==> config.mk <==
export PLATFORM = sky130hd
export DESIGN_NAME = controlador_acesso_memoria
export DESIGN_NICKNAME = d
export VERILOG_FILES = /design/src/rtl/controlador_acesso_memoria.sv
export SDC_FILE = /design/constraint.sdc
export NUM_CORES = 1
export LEC_CHECK = 0
export BUFFER_PORTS_ARGS = -buffer_cell sky130_fd_sc_hd__buf_2
export CAP_MARGIN = 10
export CORE_MARGIN = 3
export CORE_UTILIZATION = 47
export CTS_CLUSTER_SIZE = 10
export DETAILED_ROUTE_END_ITERATION = 10
export PLACE_DENSITY = 0.77
export SETUP_SLACK_MARGIN = 0.05
export SYNTH_ARGS = -nofsm -noshare
export SYNTH_HDL_FRONTEND = slang
export SYNTH_SLANG_ARGS = --single-unit
export TNS_END_PERCENT = 30
==> constraint.sdc <==
create_clock -name clk -period 2.9 [get_ports clk]
set_input_delay 0 -clock clk [delete_from_list [all_inputs] [get_ports clk]]
set_output_delay 0 -clock clk [all_outputs]
set_load 0.03 [all_outputs]
==> src/rtl/controlador_acesso_memoria.sv <==
// Load/store initiator for the halfword-only data memory port.
// Bytes use read-modify-write on stores; words take two halfword beats.
module controlador_acesso_memoria #(
  parameter bit VERIFICAR_ALINHAMENTO = 1'b1
) (
  input  logic        clk,
  input  logic        reset,
  input  logic        req_valido,
  output logic        req_pronto,
  input  logic        req_escrita,
  input  logic [1:0]  req_tamanho,
  input  logic        req_sem_sinal,
  input  logic [31:0] req_endereco,
  input  logic [31:0] req_dados,
  output logic        resp_valido,
  output logic [31:0] resp_dados,
  output logic        erro_alinhamento,
  output logic [31:0] mem_endereco,
  output logic [31:0] mem_dados_escrita,
  output logic        mem_ler,
  output logic        mem_escrever,
  input  logic [31:0] mem_dados_leitura
);

  typedef enum logic [1:0] {OCIOSO, FASE1, FASE2, FIM} estado_t;

  estado_t     r_estado;
  logic        r_escrita;
  logic        r_sem_sinal;
  logic [1:0]  r_tamanho;
  logic [31:0] r_endereco;
  logic [31:0] r_dados;
  logic [15:0] r_meia;
  logic [31:0] r_resp_dados;
  logic        r_erro;

  logic        w_desalinhado;
  logic        w_erro_req;
  logic [31:0] w_end_alinhado;
  logic        w_eh_palavra;
  logic        w_eh_sb;
  logic [31:0] w_end_meia;
  logic [7:0]  w_byte;
  logic [31:0] w_carga;
  logic [15:0] w_byte_mesclado;
  logic [15:0] w_meia_escrita;
  logic        w_unused;

  assign w_unused = ^mem_dados_leitura[31:16];

  assign w_desalinhado = (req_tamanho == 2'b01 && req_endereco[0]) ||
                         (req_tamanho == 2'b10 && req_endereco[1:0] != 2'b00);
  assign w_erro_req    = (req_tamanho == 2'b11) || (VERIFICAR_ALINHAMENTO && w_desalinhado);

  // With checking disabled, misaligned half/word addresses are silently rounded down.
  always_comb begin
    w_end_alinhado = req_endereco;
    case (req_tamanho)
      2'b01:   w_end_alinhado = {req_endereco[31:1], 1'b0};
      2'b10:   w_end_alinhado = {req_endereco[31:2], 2'b00};
      default: w_end_alinhado = req_endereco;
    endcase
  end

  assign w_eh_palavra = (r_tamanho == 2'b10);
  assign w_eh_sb      = r_escrita && (r_tamanho == 2'b00);
  assign w_end_meia   = {r_endereco[31:1], 1'b0};
  assign w_byte       = r_endereco[0] ? mem_dados_leitura[15:8] : mem_dados_leitura[7:0];

  always_comb begin
    w_carga = 32'h0;
    case (r_tamanho)
      2'b00:   w_carga = r_sem_sinal ? {24'h0, w_byte} : {{24{w_byte[7]}}, w_byte};
      2'b01:   w_carga = r_sem_sinal ? {16'h0, mem_dados_leitura[15:0]}
                                     : {{16{mem_dados_leitura[15]}}, mem_dados_leitura[15:0]};
      default: w_carga = 32'h0;
    endcase
  end

  assign w_byte_mesclado = r_endereco[0] ? {r_dados[7:0], r_meia[7:0]}
                                         : {r_meia[15:8], r_dados[7:0]};

  always_comb begin
    mem_ler        = 1'b0;
    mem_escrever   = 1'b0;
    mem_endereco   = 32'h0;
    w_meia_escrita = 16'h0;
    case (r_estado)
      FASE1: begin
        mem_endereco = w_end_meia;
        if (!r_escrita || w_eh_sb) begin
          mem_ler = 1'b1;
        end else begin
          mem_escrever   = 1'b1;
          w_meia_escrita = r_dados[15:0];
        end
      end
      FASE2: begin
        if (w_eh_palavra) begin
          mem_endereco = w_end_meia + 32'd2;
          if (r_escrita) begin
            mem_escrever   = 1'b1;
            w_meia_escrita = r_dados[31:16];
          end else begin
            mem_ler = 1'b1;
          end
        end else begin
          mem_endereco   = w_end_meia;
          mem_escrever   = 1'b1;
          w_meia_escrita = w_byte_mesclado;
        end
      end
      default: begin
        mem_ler = 1'b0;
      end
    endcase
  end

  assign mem_dados_escrita = {16'h0, w_meia_escrita};
  assign req_pronto        = (r_estado == OCIOSO);
  assign resp_valido       = (r_estado == FIM);
  assign resp_dados        = r_resp_dados;
  assign erro_alinhamento  = r_erro;

  always_ff @(posedge clk or posedge reset) begin
    if (reset) begin
      r_estado     <= OCIOSO;
      r_escrita    <= 1'b0;
      r_sem_sinal  <= 1'b0;
      r_tamanho    <= 2'b00;
      r_endereco   <= 32'h0;
      r_dados      <= 32'h0;
      r_meia       <= 16'h0;
      r_resp_dados <= 32'h0;
      r_erro       <= 1'b0;
    end else begin
      case (r_estado)
        OCIOSO: begin
          if (req_valido) begin
            r_escrita   <= req_escrita;
            r_sem_sinal <= req_sem_sinal;
            r_tamanho   <= req_tamanho;
            r_endereco  <= w_end_alinhado;
            r_dados     <= req_dados;
            if (w_erro_req) begin
              r_estado     <= FIM;
              r_resp_dados <= 32'h0;
              r_erro       <= 1'b1;
            end else begin
              r_estado <= FASE1;
            end
          end
        end
        FASE1: begin
          // Low half of lw, or the old halfword of sb, is kept for the second beat.
          r_meia <= mem_dados_leitura[15:0];
          if (w_eh_palavra || w_eh_sb) begin
            r_estado <= FASE2;
          end else begin
            r_estado     <= FIM;
            r_resp_dados <= r_escrita ? 32'h0 : w_carga;
            r_erro       <= 1'b0;
          end
        end
        FASE2: begin
          r_estado     <= FIM;
          r_resp_dados <= (w_eh_palavra && !r_escrita) ? {mem_dados_leitura[15:0], r_meia} : 32'h0;
          r_erro       <= 1'b0;
        end
        FIM: begin
          r_estado <= OCIOSO;
        end
        default: begin
          r_estado <= OCIOSO;
        end
      endcase
    end
  end

endmodule

==> results of run 1 <==
[cells by family after synthesis]
| logic type | Yosys count |
|---|---|
| AOI/OAI and AO/OA | 171 |
| buffers and inverters | 80 |
| other | 1 |
| and+or+nand+nor | 183 |
| muxes | 101 |
| adders and majority gates | 8 |
| DFF | 119 |
[sequential cells by signal, summed over array words and instances, names as in the netlist, 2 cells and up]
| name | count |
|---|---|
| r_meia | 16 |
| r_tamanho | 2 |
| resp_dados | 32 |
| r_endereco | 32 |
| r_estado | 2 |
| r_dados | 32 |
[synthesized netlist by cell type, types with 4 or more instances]
library cell  count
dfrtp_1         119
mux2_2           88
nand2_1          71
a21oi_1          48
clkbuf_1         41
nor2_1           37
o21ai_0          32
nand3_1          20
buf_4            18
a22o_1           16
a222oi_1         13
mux2i_1          13
inv_1            12
a31oi_1          10
o31ai_1           9
a2bb2oi_1         8
ha_1              8
and3_1            7
o211ai_1          7
a311oi_1          6
nand4_1           6
nor2b_1           6
or4_1             6
nand2b_1          5
buf_1             4
buf_2             4
nor4_1            4
o311ai_0          4
or3_1             4
[repair_timing]
item                                    4_1_cts  5_1_grt
hold endpoints to repair                    205        0
setup buffers                                 0        3
resized for setup                             0        1
hold buffers                                 86        0
endpoints found under the setup margin        0        5
[where the power goes]
| group | switching, mW | total, mW | internal (mW) |
|---|---|---|---|
| clock | 0.724 | 2.07 | 1.35 |
| combinational | 3.29 | 5.30 | 2.02 |
| sequential | 0.791 | 3.17 | 2.38 |
| total | 4.80 | 10.5 | 5.75 |
[layout make-up]
class / count / share of cell area (%)
repair buffers: 277 / 20.9
inverters: 12 / 0.534
flip-flops and latches: 119 / 32.6
multi-input cells: 480 / 37.2
clock buffers: 24 / 5.38
well taps: 176 / 2.41
clock inverters: 7 / 1.03
[metal layers]
metal / wire, um / part of all wire, %
met5: 0 / 0
met2: 9600 / 48
met3: 1500 / 7.5
met4: 721 / 3.6
met1: 8300 / 41
[worst max-delay path: stages, from the launching register on]
cell	delay, ns
dfrtp_1	0.57
nand4b_4	0.20
nor4_4	0.35
nand3_1	0.27
or4_1	0.53
o211ai_1	0.11
buf_2	0.23
[worst paths after layout]
| check | slack, ns | cells past startpoint | end | start |
|---|---|---|---|---|
| max | 0.21 | 6 | mem_endereco[30] | r_tamanho[1] |
| min | 0.26 | 4 | r_endereco[6] | reset |
| max reg2reg | 0.46 | 5 | resp_dados[8] | r_endereco[0] |
| min reg2reg | 0.47 | 2 | resp_dados[3] | resp_dados[3] |
| max in group asynchronous | 2.05 | 4 | r_endereco[3] | reset |
| min in group clk | 0.35 | 3 | r_dados[24] | req_dados[24] |
==> results.ini, run 1 <==
[status]
status=finished clean

[die]
die_area_um2=15700
dieWidth_um=125
core_um2=13600
start_util_pct=49.2
num_io_pins=204
std_cell_rows=42
die_h_um=125

[synth]
synth_top_family_by_area=compound AO/OA/AOI/OAI gates
synth_seq_cells=119
synthesis.area_um2=6670
synth.avg_cell_area_um2=10.1
netlist_instances=663
synthFlopType=dfrtp_1
yosys_warnings=0
yosysTopAreaCell=dfrtp_1
synth_area_leaders=dfrtp_1 45%, mux2_2 15%, nand2_1 4.0%
synth.distinct_cells=53
synth_compound_area_share_pct=17.4
synth_edf_count=0
synth_xor_area_share_pct=0
ys_async_sr_fraction_pct=100
synth_simple_gate_area_share_pct=13.9
synth_top_area_share_pct=44.6
synthAdderAreaFrac_pct=1.50
synth_mux_area_share_pct=16.8
yosysSeqAreaShare_pct=44.6

[timing]
min_period_over_period_pct=92.7
report.final.slew_viol_count=0
worst_hold_slack_ns=0.264
rsz0062_at_grt=false
timing.final.ws_setup_ns=0.212
setup_viol=0
slew-limit-headroom_pct=20.2
finalHoldViolations=0
post-route-min-period_ns=2.69
max_freq_ghz=0.372
fin_tns_setup_ns=0
skew_ns=0.00891
tightest_slew_ns=1.19

[cells_and_area]
stdcell_area_um2=9130
instances_no_fill=1095
multi_input_area_um2=3390
n_fill_cell=968
final_cell_mix=170 x buf_2, 119 x dfrtp_1, 88 x mux2_2, 86 x dlygate4sd3_1, 69 x nand2_1
drive_above_1_share_pct=34.7
fin_nets=1018
final_util_pct=67.4
areaGrowthSynthToFinish_pct=36.9
diodes=0
seq_area_um2=2980
final_common_cell=buf_2

[placed_design]
dp.cells=975
pre_cts_slack_ns=0.537
hpwlAfterDp_um=12600
numPortBuffers=170
placed_area_um2=7660
gp_congestion=0.866

[global_route]
grtUsageMet1_pct=33.5
antenna_found_initial=0
grt_use_met2_pct=39.9
grt_max_degree=120
grt_util_met3_pct=5.42
busiest_layer=met2
grt_usage_pct=25.3
grt-ovfl-total=0
grt_pass1_wl_um=32100
grt_pass1_vias=6131

[cts]
cts_max_path_buffers=2
cts.sinks=119
clock_tree.root_cell=clkbuf_16
cts_made_buffers=17
clk_latency_ns=0.42
cts_tree=done
path_clk_slew_ns=0.06
cts_max_level=4

[detailed_routing]
drc=0
drt-total-wl_um=20100
viasPerCell=5.76
drt_iter0_markers=575
routedWlPerCell_um=18.4
vias=6305
ant_nets=0
drt_pass1_iterations=7

[critical_path]
crit_fanout=10
path_class=flop to output port
setup.worst_path.start_class=flop
cp_data_arrival_time_ns=2.69
setup.worst_path.end_class=output port
required_ns=2.90

[pwr]
total_power_mw=10.5
powerDensity_nw_per_um2=1150
p_leak_nw=4.23
vdd.ir_drop.worst_uv=645

[worst_hold_path]
min_path_type=input pin to async pin

[job]
cap_viol_max_count=0

No activity file was read; power rests on OpenSTA's default activity.
==> inputs of run 2 (changes only) <==
- CTS_BUF_LIST: default -> sky130_fd_sc_hd__clkbuf_16
- SLEW_MARGIN: default -> 20
==> results.ini, run 2 (synthesis gave the netlist of run 1 again) <==
[pwr]
clkPwrFrac_pct=18.8  ; -0.8 points
vdd.ir_drop.worst_uv=612  ; -5.1%
powerDensity_nw_per_um2=1150  ; -0.83%
switching_share_pct=46.0  ; +0.45 points
pwr-share-comb_pct=50.9  ; +0.6 points
total_power_mw=10.4  ; -1.2%
p_leak_nw=4.22  ; -0.22%
pwr-share-seq_pct=30.4  ; +0.3 points
power.switching_mw=4.79  ; -0.23%
power.internal_mw=5.63  ; -2.0%

[cts]
clock_tree.root_cell=clkbuf_16
clk_latency_ns=0.42  ; about the same
cts.sinks=119  ; unchanged
cts_max_path_buffers=2  ; unchanged
cts_made_buffers=17  ; unchanged
cts_tree=done
cts_max_level=4  ; unchanged
path_clk_slew_ns=0.05  ; about the same

[timing]
rsz0062_at_grt=false
max_freq_ghz=0.371  ; -0.28%
tightest_slew_ns=0.728  ; -0.459 ns
setup_viol=0  ; unchanged
report.final.slew_viol_count=0  ; unchanged
skew_ns=0.0111  ; +0.00216 ns
fin_tns_setup_ns=0  ; unchanged
min_period_over_period_pct=92.9  ; +0.26 points
finalHoldViolations=0  ; unchanged
slew-limit-headroom_pct=51.1  ; +31 points
post-route-min-period_ns=2.70  ; +0.00744 ns

[critical_path]
path_buf_inv=1  ; unchanged
rr_worst_depth=6  ; +1
rrSetupSlack_ns=0.56  ; +0.10 ns
path_cells=nand4b_4, nor4_4, nand3_1, or4_1, o211ai_1, buf_2
slowest_stage=dfrtp_1
crit_family=simple AND/OR/NAND/NOR gates
crit_fanout=10  ; unchanged
reg2reg_from=r_tamanho[1]
setup.worst_path.start_class=flop
path_class=flop to output port
cpPeakStageDelay_ns=0.58  ; about the same
required_ns=2.90  ; about the same
setup.worst_path.end_class=output port
r2r-end=resp_dados[31]
cp_data_arrival_time_ns=2.70  ; about the same

[detailed_routing]
drt_iter0_markers=503  ; -13%
drc=0  ; unchanged
routedWlPerCell_um=18.2  ; -0.84%
drt-total-wl_um=20000  ; -0.84%
drt_pass1_iterations=6  ; -1
ant_nets=0  ; unchanged
viasPerCell=5.75  ; about the same
vias=6299  ; -0.095%

[die]
std_cell_rows=42  ; unchanged
start_util_pct=49.2  ; unchanged
num_io_pins=204  ; unchanged
die_area_um2=15700  ; unchanged
dieWidth_um=125  ; unchanged
core_um2=13600  ; unchanged
die_h_um=125  ; unchanged

[status]
status=finished clean

[worst_hold_path]
min_path_type=input pin to async pin

[global_route]
grt_pass1_wl_um=31800  ; -0.93%
grt_max_degree=120  ; unchanged
grt_usage_pct=25.1  ; -0.22 points
grt_pass1_vias=6083  ; -0.78%
grt-ovfl-total=0  ; unchanged
antenna_found_initial=0  ; unchanged

[cells_and_area]
fin_nets=1018  ; unchanged
instances_no_fill=1095  ; unchanged
final_cell_mix=170 x buf_2, 119 x dfrtp_1, 88 x mux2_2, 86 x dlygate4sd3_1, 69 x nand2_1
drive_above_1_share_pct=34.4  ; -0.33 points
diodes=0  ; unchanged
areaGrowthSynthToFinish_pct=36.4
final_common_cell=buf_2

[placed_design]
dp.cells=975  ; unchanged
numPortBuffers=170  ; unchanged
hpwlAfterDp_um=12600  ; unchanged
gp_congestion=0.866  ; unchanged

[job]
cap_viol_max_count=0  ; unchanged

## run 2: what timing repair did
item,4_1_cts,5_1_grt
gates resized for setup,0,1
hold buffers,86,0
setup buffers,0,3
setup endpoints to repair,0,5
hold endpoints to repair,205,0
## run 2: power by group through the flow
stage	combinational [mW]	clock (mW)	sequential [mW]
final	5.30	1.96	3.17
after global routing	5.68	2.07	3.27
after CTS	5.24	1.98	3.13
after detailed placement	5.12	0	3.15
after global placement	5.05	0	3.12
after floorplan	3.77	0	3.04
## run 2: how the worst max path moves through the flow
stage / slack (ns) / start / endpoint / cells past startpoint
6_report: 0.20 / r_tamanho[1] / mem_endereco[30] / 6
5_1_grt: 0.05 / r_tamanho[1] / mem_endereco[30] / 6
4_1_cts: 0.1 / r_tamanho[1] / mem_endereco[29] / 6
3_5_place_dp: 0.54 / r_tamanho[1] / mem_endereco[29] / 6
3_3_place_gp: 0.57 / r_tamanho[1] / mem_endereco[29] / 6
2_1_floorplan: 0.53 / r_tamanho[0] / mem_endereco[24] / 5
## run 2: worst reg2reg max path: cells and delay by family (launching register included)
kind	cells	cell delay [ns]
AOI/OAI and AO/OA	2	0.44
buffers and inverters	1	0.20
DFF	1	0.52
and+or+nand+nor	3	1.13
## run 2: cell type report
class	instances	area, um2
tap	176	220
timing repair buffer	277	1910
inverter	12	48.8
sequential	119	2980
clock buffer	17	425
clock inverter	14	120
fill	974	4460
multi-input combinational	480	3400
## run 2: per-layer routing
| layer | GRT usage, % | up-vias | share of wire [%] |
|---|---|---|---|
| li1 | - | 2919 | - |
| met1 | 33.2 | 2989 | 42 |
| met2 | 39.7 | 330 | 48 |
| met3 | 5.03 | 61 | 7.2 |
| met4 | 11.9 | 0 | 3.7 |
| met5 | 0 | - | 0 |
## run 2: through the flow
stage | util (%) | setup slack [ns] | cell area (um2) | hold slack [ns]
6_report | 67.1 | 0.205 | 9100 | 0.331
3_3_place_gp | 56.5 | 0.566 | 7660 | 0.232
2_1_floorplan | - | 0.532 | 6730 | 0.136
3_5_place_dp | 56.5 | 0.537 | 7660 | 0.236
5_1_grt | 67.1 | 0.0508 | 9100 | 0.356
4_1_cts | 66.9 | 0.0982 | 9070 | 0.326
==> inputs of run 3 (changes only) <==
- CORE_UTILIZATION: 47 -> 50
- PLACE_DENSITY: 0.77 -> 0.78
- clock period: 2.9 -> 3 ns (I/O delays scaled with it)
==> results.ini, run 3 (synthesis gave the netlist of run 1 again) <==
[global_route]
grtUsageMet1_pct=36.2  ; +3.0 points
grt_usage_pct=28.2  ; +3.1 points
antenna_found_initial=1  ; +1
grt_use_met2_pct=45.3  ; +5.6 points
grt_util_met3_pct=6.67  ; +1.6 points
busiest_layer=met2
grt-ovfl-total=0  ; unchanged
grt_max_degree=72  ; -40%
grt_pass1_vias=6297  ; +3.5%
grt_pass1_wl_um=32600  ; +2.5%

[critical_path]
path_class=flop to output port
setup.worst_path.end_class=output port
path_cells=nand4b_4, nor4_4, buf_4, nand3_1, or4_1, o211ai_1, buf_2
crit_fanout=10  ; unchanged
setup.worst_path.start_class=flop
required_ns=3.00  ; +0.10 ns
slowest_stage=dfrtp_1
cp_data_arrival_time_ns=2.71  ; about the same
cpPeakStageDelay_ns=0.57  ; about the same

[status]
status=finished clean

[pwr]
powerDensity_nw_per_um2=1120  ; -2.1%
p_leak_nw=4.21  ; -0.17%
vdd.ir_drop.worst_uv=581  ; -5.0%

[timing]
tightest_slew_ns=0.999  ; +0.271 ns
report.final.slew_viol_count=0  ; unchanged
min_period_over_period_pct=90.3
finalHoldViolations=0  ; unchanged
setup_viol=0  ; unchanged
slew-limit-headroom_pct=33.3  ; -18 points
rsz0062_at_grt=false
max_freq_ghz=0.369
fin_tns_setup_ns=0  ; unchanged
skew_ns=0.00550  ; -0.00558 ns
post-route-min-period_ns=2.71

[detailed_routing]
drt_iter0_markers=649  ; +29%
drt_pass1_iterations=8  ; +2
drc=0  ; unchanged
vias=6451  ; +2.4%
viasPerCell=5.92  ; +2.9%
ant_nets=0  ; unchanged
drt-total-wl_um=20600  ; +3.4%
routedWlPerCell_um=18.9  ; +3.9%

[worst_hold_path]
min_path_type=input pin to flop

[cells_and_area]
final_cell_mix=170 x buf_2, 119 x dfrtp_1, 88 x mux2_2, 86 x dlygate4sd3_1, 69 x nand2_1
areaGrowthSynthToFinish_pct=36.5  ; about the same
fin_nets=1018  ; unchanged
final_common_cell=buf_2
multi_input_area_um2=3400  ; unchanged
drive_above_1_share_pct=34.6  ; +0.18 points
stdcell_area_um2=9100  ; about the same
seq_area_um2=2980  ; unchanged
n_fill_cell=931  ; -4.4%

[placed_design]
hpwlAfterDp_um=13500  ; +6.7%
numPortBuffers=170  ; unchanged
placed_area_um2=7670  ; about the same
gp_congestion=0.864  ; -0.29%

[die]
die_area_um2=14800  ; -5.7%
start_util_pct=52.0  ; +2.8 points
std_cell_rows=41  ; -2.4%
die_h_um=122  ; -2.9%
dieWidth_um=122  ; -2.9%
core_um2=12800  ; -5.4%
num_io_pins=204  ; unchanged

[job]
cap_viol_max_count=0  ; unchanged

[cts]
path_clk_slew_ns=0.06  ; about the same
cts.sinks=119  ; unchanged
clk_latency_ns=0.41  ; about the same
cts_setup_buffers=0  ; unchanged
cts_made_buffers=17  ; unchanged
clock_tree.root_cell=clkbuf_16
cts_max_level=4  ; unchanged
cts_tree=done
cts_max_path_buffers=2  ; unchanged

-- run 3: path summary, 6_finish.rpt --
path / start / end / slack (ns) / depth (start not counted)
worst min register to register: erro_alinhamento / erro_alinhamento / 0.47 / 2
worst max register to register: r_estado[1] / resp_dados[31] / 0.30 / 7
max in group asynchronous: reset / r_endereco[23] / 1.79 / 4
worst min-delay path: req_valido / r_estado[1] / 0.009 / 4
min in group asynchronous: reset / r_endereco[2] / 0.35 / 3
worst max-delay path: r_tamanho[1] / mem_endereco[30] / 0.29 / 7
-- run 3: metrics by stage --
step                      instances  hold slack, ns  worst slack, ns  utilization (%)  power, mW
after global routing           1090          0.0474            0.118             71.0       10.8
after floorplan                 679           0.136            0.632                -       6.58
after CTS                      1089         0.00533            0.135             70.9       10.1
after detailed placement        974           0.237            0.506             59.8       8.02
after global placement          974           0.231            0.599             59.8       7.82
final                          1090         0.00889            0.290             71.0       10.2
-- run 3: layout make-up --
| class | count | share of cell area (%) |
|---|---|---|
| Antenna cell | 1 | 0.0275 |
| Clock buffer | 17 | 4.67 |
| Clock inverter | 12 | 1.54 |
| Inverter | 12 | 0.536 |
| Multi-Input combinational cell | 480 | 37.4 |
| Sequential cell | 119 | 32.7 |
| Tap cell | 172 | 2.36 |
| Timing Repair Buffer | 277 | 20.8 |
-- run 3: power by group --
part,leakage [nW],internal (mW),switching (mW)
logic,2.47,1.95,3.20
registers,1.47,2.30,0.775
clock network,0.270,1.27,0.704
total,4.21,5.53,4.68
-- run 3: what timing repair did --
item,4_1_cts,5_1_grt
resized for setup,0,1
hold endpoints to repair,126,0
setup endpoints to repair,0,1
hold buffers,86,0
-- run 3: metal layers --
layer | up-vias | routed length [um]
met3 | 79 | 1680
met1 | 3084 | 8300
met2 | 370 | 9930
li1 | 2918 | -
met4 | 0 | 725
met5 | - | 0
-- run 3: critical path, delay by kind of cell (launching register included) --
family / cells / cell delay (ns)
and+or+nand+nor: 4 / 1.22
DFF: 1 / 0.57
buffers and inverters: 2 / 0.41
AOI/OAI and AO/OA: 1 / 0.11
